## src/rtl/axi4_stream_pkg.sv

```systemverilog
// axi4_stream_pkg: shared definitions for the stream multiplier link (engine and
// master-side wrappers).
// Contents: state_t FSM encoding, nbeats() beats-per-transfer helper.
package axi4_stream_pkg;

  typedef enum logic [1:0] {
    RX    = 2'd0,
    MUL   = 2'd1,
    TX    = 2'd2,
    DRAIN = 2'd3
  } state_t;

  // Beats needed to carry one 2*sz-bit transfer over a dsz-bit stream.
  function automatic int nbeats(input int sz, input int dsz);
    return (2 * sz) / dsz;
  endfunction

endpackage

```

## src/rtl/axi4_stream_mul_engine_if.sv

```systemverilog
// axi4_stream_mul_engine_if: request (s_*) and result (m_*) stream bundle of the
// multiply engine.
// Modports: slave = engine side, master = requester/consumer side.
interface axi4_stream_mul_engine_if #(
  parameter int DSZ   = 8,
  parameter int TID_W = 2
);
  logic [DSZ-1:0]   s_tdata;
  logic             s_tvalid;
  logic             s_tready;
  logic             s_tlast;
  logic [TID_W-1:0] s_tid;
  logic [DSZ-1:0]   m_tdata;
  logic             m_tvalid;
  logic             m_tready;
  logic             m_tlast;
  logic [TID_W-1:0] m_tid;

  modport slave (
    input  s_tdata, s_tvalid, s_tlast, s_tid, m_tready,
    output s_tready, m_tdata, m_tvalid, m_tlast, m_tid
  );

  modport master (
    output s_tdata, s_tvalid, s_tlast, s_tid, m_tready,
    input  s_tready, m_tdata, m_tvalid, m_tlast, m_tid
  );
endinterface

```

## src/rtl/axi4_stream_beat_serializer.sv

```systemverilog
// axi4_stream_beat_serializer: holds a W-bit word plus tag and emits it LSB beat first
// as W/DSZ stream beats; outputs are register-driven and stay stable while stalled.
// Ports: clk, _rst (sync, active-high), load/word/tid_in, tdata/tvalid/tready/tlast/tid, done.
module axi4_stream_beat_serializer #(
  parameter int W     = 64,
  parameter int DSZ   = 8,
  parameter int TID_W = 2
) (
  input  logic             clk,
  input  logic             _rst,
  input  logic             load,
  input  logic [W-1:0]     word,
  input  logic [TID_W-1:0] tid_in,
  output logic [DSZ-1:0]   tdata,
  output logic             tvalid,
  input  logic             tready,
  output logic             tlast,
  output logic [TID_W-1:0] tid,
  output logic             done
);
  localparam int NB = W / DSZ;
  localparam int IW = $clog2(NB);
  localparam logic [IW-1:0] LAST = IW'(NB - 1);

  logic [NB-1:0][DSZ-1:0] word_q;
  logic [TID_W-1:0]       tid_q;
  logic [IW-1:0]          j;
  logic                   vld;
  logic                   hs;

  assign hs   = vld && tready;
  assign done = hs && (j == LAST);

  always_ff @(posedge clk) begin
    if (_rst) begin
      word_q <= '0;
      tid_q  <= '0;
      j      <= '0;
      vld    <= 1'b0;
    end else if (load) begin
      word_q <= word;
      tid_q  <= tid_in;
      j      <= '0;
      vld    <= 1'b1;
    end else if (hs) begin
      if (j == LAST) begin
        vld <= 1'b0;
        j   <= '0;
      end else begin
        j <= j + 1'b1;
      end
    end
  end

  assign tdata  = word_q[j];
  assign tvalid = vld;
  assign tlast  = vld && (j == LAST);
  assign tid    = tid_q;
endmodule

```

## src/rtl/axi4_stream_mul_engine.sv

```systemverilog
// axi4_stream_mul_engine: collects operand A then B (LSB beat first) from a DSZ-bit
// stream, forms the full 2*SZ-bit unsigned product and streams it back tagged with tid.
// Ports: clk, _rst (sync, active-high), bus (slave: s_* request, m_* result), busy,
//        err (length-error pulse), done_cnt (wrapping). Macro: AXIS_LEN_CHECK_EN.
module axi4_stream_mul_engine
  import axi4_stream_pkg::*;
#(
  parameter int SZ    = 32,
  parameter int DSZ   = 8,
  parameter int TID_W = 2,
  parameter int CNT_W = 16
) (
  input  logic                    clk,
  input  logic                    _rst,
  axi4_stream_mul_engine_if.slave bus,
  output logic                    busy,
  output logic                    err,
  output logic [CNT_W-1:0]        done_cnt
);
  localparam int NB = nbeats(SZ, DSZ);
  localparam int IW = $clog2(NB);
  localparam logic [IW-1:0] LAST = IW'(NB - 1);

  generate
    if (SZ % DSZ != 0) begin : g_bad_width
      $error("axi4_stream_mul_engine: SZ must be a multiple of DSZ");
    end
  endgenerate

  state_t                 state, state_nxt;
  logic [IW-1:0]          idx, idx_nxt;
  logic [NB-1:0][DSZ-1:0] ops;      // beat i of the request lands in slot i: A low half, B high
  logic [2*SZ-1:0]        ops_flat;
  logic [2*SZ-1:0]        product;
  logic [TID_W-1:0]       tid_q;
  logic                   s_ready, beat_wr, load, done, err_nxt;

  assign ops_flat = ops;
  assign product  = {{SZ{1'b0}}, ops_flat[SZ-1:0]} * {{SZ{1'b0}}, ops_flat[2*SZ-1:SZ]};

  always_comb begin
    state_nxt = state;
    idx_nxt   = idx;
    err_nxt   = 1'b0;
    beat_wr   = 1'b0;
    load      = 1'b0;
    s_ready   = 1'b0;
    case (state)
      RX: begin
        s_ready = 1'b1;
        if (bus.s_tvalid) begin
`ifdef AXIS_LEN_CHECK_EN
          if (bus.s_tlast && (idx != LAST)) begin
            // short packet: throw away what was collected
            err_nxt = 1'b1;
            idx_nxt = '0;
          end else if (!bus.s_tlast && (idx == LAST)) begin
            // long packet: swallow the remainder up to its tlast
            err_nxt   = 1'b1;
            idx_nxt   = '0;
            state_nxt = DRAIN;
          end else
`endif
          begin
            beat_wr = 1'b1;
            if (idx == LAST) begin
              idx_nxt   = '0;
              state_nxt = MUL;
            end else begin
              idx_nxt = idx + 1'b1;
            end
          end
        end
      end
      MUL: begin
        load      = 1'b1;
        state_nxt = TX;
      end
      TX: begin
        if (done) state_nxt = RX;
      end
`ifdef AXIS_LEN_CHECK_EN
      DRAIN: begin
        s_ready = 1'b1;
        if (bus.s_tvalid && bus.s_tlast) state_nxt = RX;
      end
`endif
      default: state_nxt = RX;
    endcase
  end

  always_ff @(posedge clk) begin
    if (_rst) begin
      state    <= RX;
      idx      <= '0;
      ops      <= '0;
      tid_q    <= '0;
      err      <= 1'b0;
      done_cnt <= '0;
    end else begin
      state <= state_nxt;
      idx   <= idx_nxt;
      err   <= err_nxt;
      if (beat_wr) begin
        ops[idx] <= bus.s_tdata;
        if (idx == '0) tid_q <= bus.s_tid;
      end
      if (done) done_cnt <= done_cnt + 1'b1;
    end
  end

`ifndef AXIS_LEN_CHECK_EN
  // s_tlast carries no meaning when lengths are not checked
  logic unused_tlast;
  assign unused_tlast = bus.s_tlast;
`endif

  assign bus.s_tready = s_ready && !_rst;
  assign busy         = !((state == RX) && (idx == '0));

  axi4_stream_beat_serializer #(
    .W     (2 * SZ),
    .DSZ   (DSZ),
    .TID_W (TID_W)
  ) u_ser (
    .clk    (clk),
    ._rst   (_rst),
    .load   (load),
    .word   (product),
    .tid_in (tid_q),
    .tdata  (bus.m_tdata),
    .tvalid (bus.m_tvalid),
    .tready (bus.m_tready),
    .tlast  (bus.m_tlast),
    .tid    (bus.m_tid),
    .done   (done)
  );
endmodule
```

## src/flat_wrapper.sv

```systemverilog
// flat-port wrapper written by rule: the top's interface ports become plain ports
module axi4_stream_mul_engine_flat import axi4_stream_pkg::*;
#(
  parameter int SZ    = 32,
  parameter int DSZ   = 8,
  parameter int TID_W = 2,
  parameter int CNT_W = 16
)
  (clk, _rst, busy, err, done_cnt, bus_s_tdata, bus_s_tvalid, bus_s_tlast, bus_s_tid, bus_m_tready, bus_s_tready, bus_m_tdata, bus_m_tvalid, bus_m_tlast, bus_m_tid);
  axi4_stream_mul_engine_if #(.DSZ(DSZ), .TID_W(TID_W)) bus_i ();
  input  logic clk;
  input  logic _rst;
  output logic busy;
  output logic err;
  output logic [CNT_W-1:0] done_cnt;
  input wire logic [$bits(bus_i.s_tdata)-1:0] bus_s_tdata;
  input wire logic [$bits(bus_i.s_tvalid)-1:0] bus_s_tvalid;
  input wire logic [$bits(bus_i.s_tlast)-1:0] bus_s_tlast;
  input wire logic [$bits(bus_i.s_tid)-1:0] bus_s_tid;
  input wire logic [$bits(bus_i.m_tready)-1:0] bus_m_tready;
  output wire logic [$bits(bus_i.s_tready)-1:0] bus_s_tready;
  output wire logic [$bits(bus_i.m_tdata)-1:0] bus_m_tdata;
  output wire logic [$bits(bus_i.m_tvalid)-1:0] bus_m_tvalid;
  output wire logic [$bits(bus_i.m_tlast)-1:0] bus_m_tlast;
  output wire logic [$bits(bus_i.m_tid)-1:0] bus_m_tid;
  assign bus_i.s_tdata = bus_s_tdata;
  assign bus_i.s_tvalid = bus_s_tvalid;
  assign bus_i.s_tlast = bus_s_tlast;
  assign bus_i.s_tid = bus_s_tid;
  assign bus_i.m_tready = bus_m_tready;
  assign bus_s_tready = bus_i.s_tready;
  assign bus_m_tdata = bus_i.m_tdata;
  assign bus_m_tvalid = bus_i.m_tvalid;
  assign bus_m_tlast = bus_i.m_tlast;
  assign bus_m_tid = bus_i.m_tid;
  axi4_stream_mul_engine #(.SZ(SZ), .DSZ(DSZ), .TID_W(TID_W), .CNT_W(CNT_W)) u_core (.clk(clk), ._rst(_rst), .bus(bus_i), .busy(busy), .err(err), .done_cnt(done_cnt));
endmodule
```

## config.mk

```make
export PLATFORM = sky130hd
export DESIGN_NAME = axi4_stream_mul_engine_flat
export DESIGN_NICKNAME = d
export VERILOG_FILES = /design/src/rtl/axi4_stream_pkg.sv /design/src/rtl/axi4_stream_mul_engine_if.sv /design/src/rtl/axi4_stream_beat_serializer.sv /design/src/rtl/axi4_stream_mul_engine.sv /design/src/flat_wrapper.sv
export SDC_FILE = /design/constraint.sdc
export NUM_CORES = 2
export LEC_CHECK = 0
export BUFFER_PORTS_ARGS = -buffer_cell sky130_fd_sc_hd__clkbuf_2
export CORE_UTILIZATION = 34
export DETAILED_ROUTE_END_ITERATION = 7
export SLEW_MARGIN = 40
export SYNTH_ARGS = -nofsm -noshare
export SYNTH_HDL_FRONTEND = slang
export SYNTH_SLANG_ARGS = --single-unit
export TNS_END_PERCENT = 100
```

## constraint.sdc

```tcl
create_clock -name clk -period 7.6 [get_ports clk]
set_input_delay 0.76 -clock clk [delete_from_list [all_inputs] [get_ports clk]]
set_output_delay 0.76 -clock clk [all_outputs]
set_load 0.05 [all_outputs]
```

==> key figures <==
Clock network
  – CTS Hold Bufs: 0
  – CTS tree: done
  – Root Buffer: clkbuf_16
  – CTS buffer count: 17
  – H-tree depth: 4
  – CTS max path bufs: 2
  – Clock Sinks: 157
  – Worst skew pair latency: 460 ps
  – Clock-pin slew on the worst setup and hold paths: 70 ps

Routing
  – Initial drt markers: 1743
  – Vias per std cell: 4.88
  – Routed len/inst: 18.4 um
  – Detail Route Antenna Nets: 0
  – DRC: 0
  – Vias: 29400
  – Final Routed Wirelength: 110000 um
  – Pre-antenna DRT Iters: 5

Synthesis
  – Syn Area/Cell: 9.02 um2
  – Sequential area share after synthesis: 7.96%
  – #FFs+latches synth: 157
  – Synth cell count leaders: 896 x fa_1, 893 x inv_1, 619 x nand2_1
  – Post-synth top area cell: fa_1
  – Syn nets: 5558
  – Netlist cell types: 66
  – Yosys warns: 0
  – EDFF count, synth: 0
  – Post-Syn Area: 39500 um2
  – Ys async rst share: 0%
  – Synth top area cells: fa_1 45%, and2_1 9.1%, ha_1 8.5%
  – Yosys top cell area share: 45.4%
  – Most numerous cell in the Yosys netlist: fa_1
  – Synthesized instance count: 4378
  – Ys flop type: dfxtp_1

Worst setup path
  – Worst Path Required: 7950 ps
  – R2r setup slk: 9 ps
  – Worst r2r dst: u_core.u_ser.word_q[59]
  – CP Data Arrival Time: 7940 ps
  – Crit start category: flop
  – Crit end category: flop
  – Setup CP Type: reg2reg
  – Crit Path Max Fanout: 9
  – R2R depth: 25
  – Worst reg2reg path startpoint: u_core.ops[8]

Placed design
  – HPWL Detailed: 88500 um
  – Routability Congestion: 0.900
  – Placed instance count: 5963
  – Port Buf Inserts: 43
  – Dpl ws: -182 ps
  – DP Area: 43500 um2

Timing
  – Final Skew: 16.7 ps
  – Slew @ Worst Pin: 805 ps
  – RSZ-0062 raised after global routing: yes
  – Hold Violations, Final: 0
  – Worst Setup Slack, final: 9.46 ps
  – Setup_tns: 0 ps
  – Final min period: 7590 ps
  – Tcrit/Tclk final: 99.9%
  – Fmax achieved: 132 MHz
  – Max transition margin: 46.2%
  – Max-slew violations: 0
  – Final setup vio count: 0

Floorplan
  – Starting Density: 34.4%
  – Die area: 117000 um2
  – Die height: 343 um
  – # rows: 124
  – Core area: 115000 um2
  – Chip width: 343 um
  – Ports: 46

Power and ir drop
  – PwrDens: 43.5 nW/um2
  – Peak supply drop: 0.000136 V
  – Total power draw: 1.96 mW
  – Pleak: 22.0 nW

Min path
  – Hold path depth: 2
  – HP Start: u_core.u_ser.word_q[49]
  – Worst hold path class: reg2reg
  – Hold Crit Endpoint: u_core.u_ser.word_q[49]

Global routing
  – Pin count of the biggest net entering global routing: 63
  – Antenna violations before repair: 3
  – Overall Global Routing Usage: 19.0%
  – First-pass GRT wire length: 175000 um
  – Total gr overflow: 0
  – Vias in the first global route: 31400

Layout
  – Fin nets: 5675
  – Synth-to-layout area growth: 14.4%
  – Design Area, Final: 45200 um2
  – Ratio of cells with drive above 1 in the final layout: 12.1%
  – # fillers: 11400
  – Post-route insts no fill: 6021

Run status
  – Status: complete, no violations

Job
  – Maxcap violations: 0
## layout by cell type (no fill, tap or decap), types with 7 or more instances in the layout
cell	synthesis	final
clkbuf_2	0	42
xnor2_1	30	30
mux4_2	16	16
xor2_1	34	34
clkbuf_16	0	25
nor3_1	24	18
ha_4	0	12
fa_2	0	21
inv_1	893	886
fa_1	896	875
nand2_1	619	618
o21ai_1	9	14
a21oi_1	130	117
mux2_2	8	8
dfxtp_4	0	9
o21ai_0	54	45
a21oi_2	0	10
buf_12	0	61
a21o_1	36	36
dfxtp_1	157	133
or3_1	9	7
inv_2	0	7
nand3_1	39	38
buf_4	1	241
and2_1	576	571
o21bai_1	15	12
nand4_1	20	20
buf_6	0	7
ha_1	269	257
nor2_1	111	108
dfxtp_2	0	15
and3_1	15	14
mux2i_1	59	59
## critical path: stages (launching register included)
cell and delay, ps:
dfxtp_4 360, buf_12 150, buf_4 140, and2_1 150, fa_1 470, fa_1 530, inv_1 50, fa_1 470
inv_1 60, fa_1 510, inv_1 60, fa_1 530, inv_1 50, fa_1 470, fa_2 620, fa_2 480
ha_4 320, and3_4 210, and2_4 150, nand2_2 60, o31ai_4 300, nand4_4 180, a211o_4 410, a211oi_4 340
nor3_2 60, or3b_1 340
## state kept, by name, indices dropped and copies added, names as in the netlist
register	count
u_core.ops	64
u_core.u_ser.word_q	64
u_core.done_cnt	16
u_core.idx	3
u_core.u_ser.j	3
u_core.state	2
u_core.tid_q	2
u_core.u_ser.tid	2
u_core.u_ser.tvalid	1
## power by group
part	switching [mW]	internal (mW)
Combinational	0.145	0.0676
Clock	0.412	0.501
Sequential	0.00986	0.828
## cell type report
type | count | area [um2] | area share, %
repair buffers | 361 | 3540 | 7.84
diodes | 1 | 2.50 | 0.00554
clock inverters | 15 | 191 | 0.424
clock buffers | 17 | 425 | 0.942
multi-input cells | 3065 | 32600 | 72.1
inverters | 893 | 3350 | 7.42
well taps | 1512 | 1890 | 4.19
flip-flops and latches | 157 | 3200 | 7.08
## stage by stage
stage                     hold WS (ps)  util, %
after floorplan                    420        -
after detailed placement           437     38.0
after global placement             430     38.0
after global routing               466     39.4
after CTS                          450     38.6
final                              448     39.4
## kinds of logic after synthesis
| group | after synthesis | synth area share [%] |
|---|---|---|
| simple gates | 1449 | 18.3 |
| xor+xnor | 64 | 1.42 |
| compound gates | 303 | 4.73 |
| mux | 83 | 2.64 |
| flops | 157 | 7.96 |
| other cells | 1 | 0.00950 |
| fa+ha+maj | 1165 | 54.0 |
| buf+inv | 1156 | 11.0 |
## worst max-delay path by stage
stage              startpoint                      end  slack (ps)  cells past startpoint
3_3_place_gp    u_core.ops[9]  u_core.u_ser.word_q[54]        -180                     27
4_1_cts        u_core.ops[15]  u_core.u_ser.word_q[54]         -30                     25
2_1_floorplan  u_core.ops[29]  u_core.u_ser.word_q[54]         330                     26
5_1_grt        u_core.ops[15]  u_core.u_ser.word_q[59]        -160                     27
3_5_place_dp   u_core.ops[11]  u_core.u_ser.word_q[54]        -180                     26
6_report        u_core.ops[8]  u_core.u_ser.word_q[59]           9                     25
## metal layers
layer / GRT usage, % / wire [um] / vias up
met1: 26.1 / 47700 / 15300
met2: 32.7 / 54700 / 774
met5: 0 / 0 / -
met4: 3.83 / 2360 / 0
met3: 1.48 / 5760 / 107
li1: - / - / 13200
## what timing repair did
item | CTS | global route
gates resized for setup | 24 | 138
endpoints found under the setup margin | 22 | 29
gates cloned | 0 | 8
pin swaps | 3 | 86
hold endpoints to repair | 0 | 0
setup buffers | 0 | 18
No activity file was read; power rests on OpenSTA's default activity.
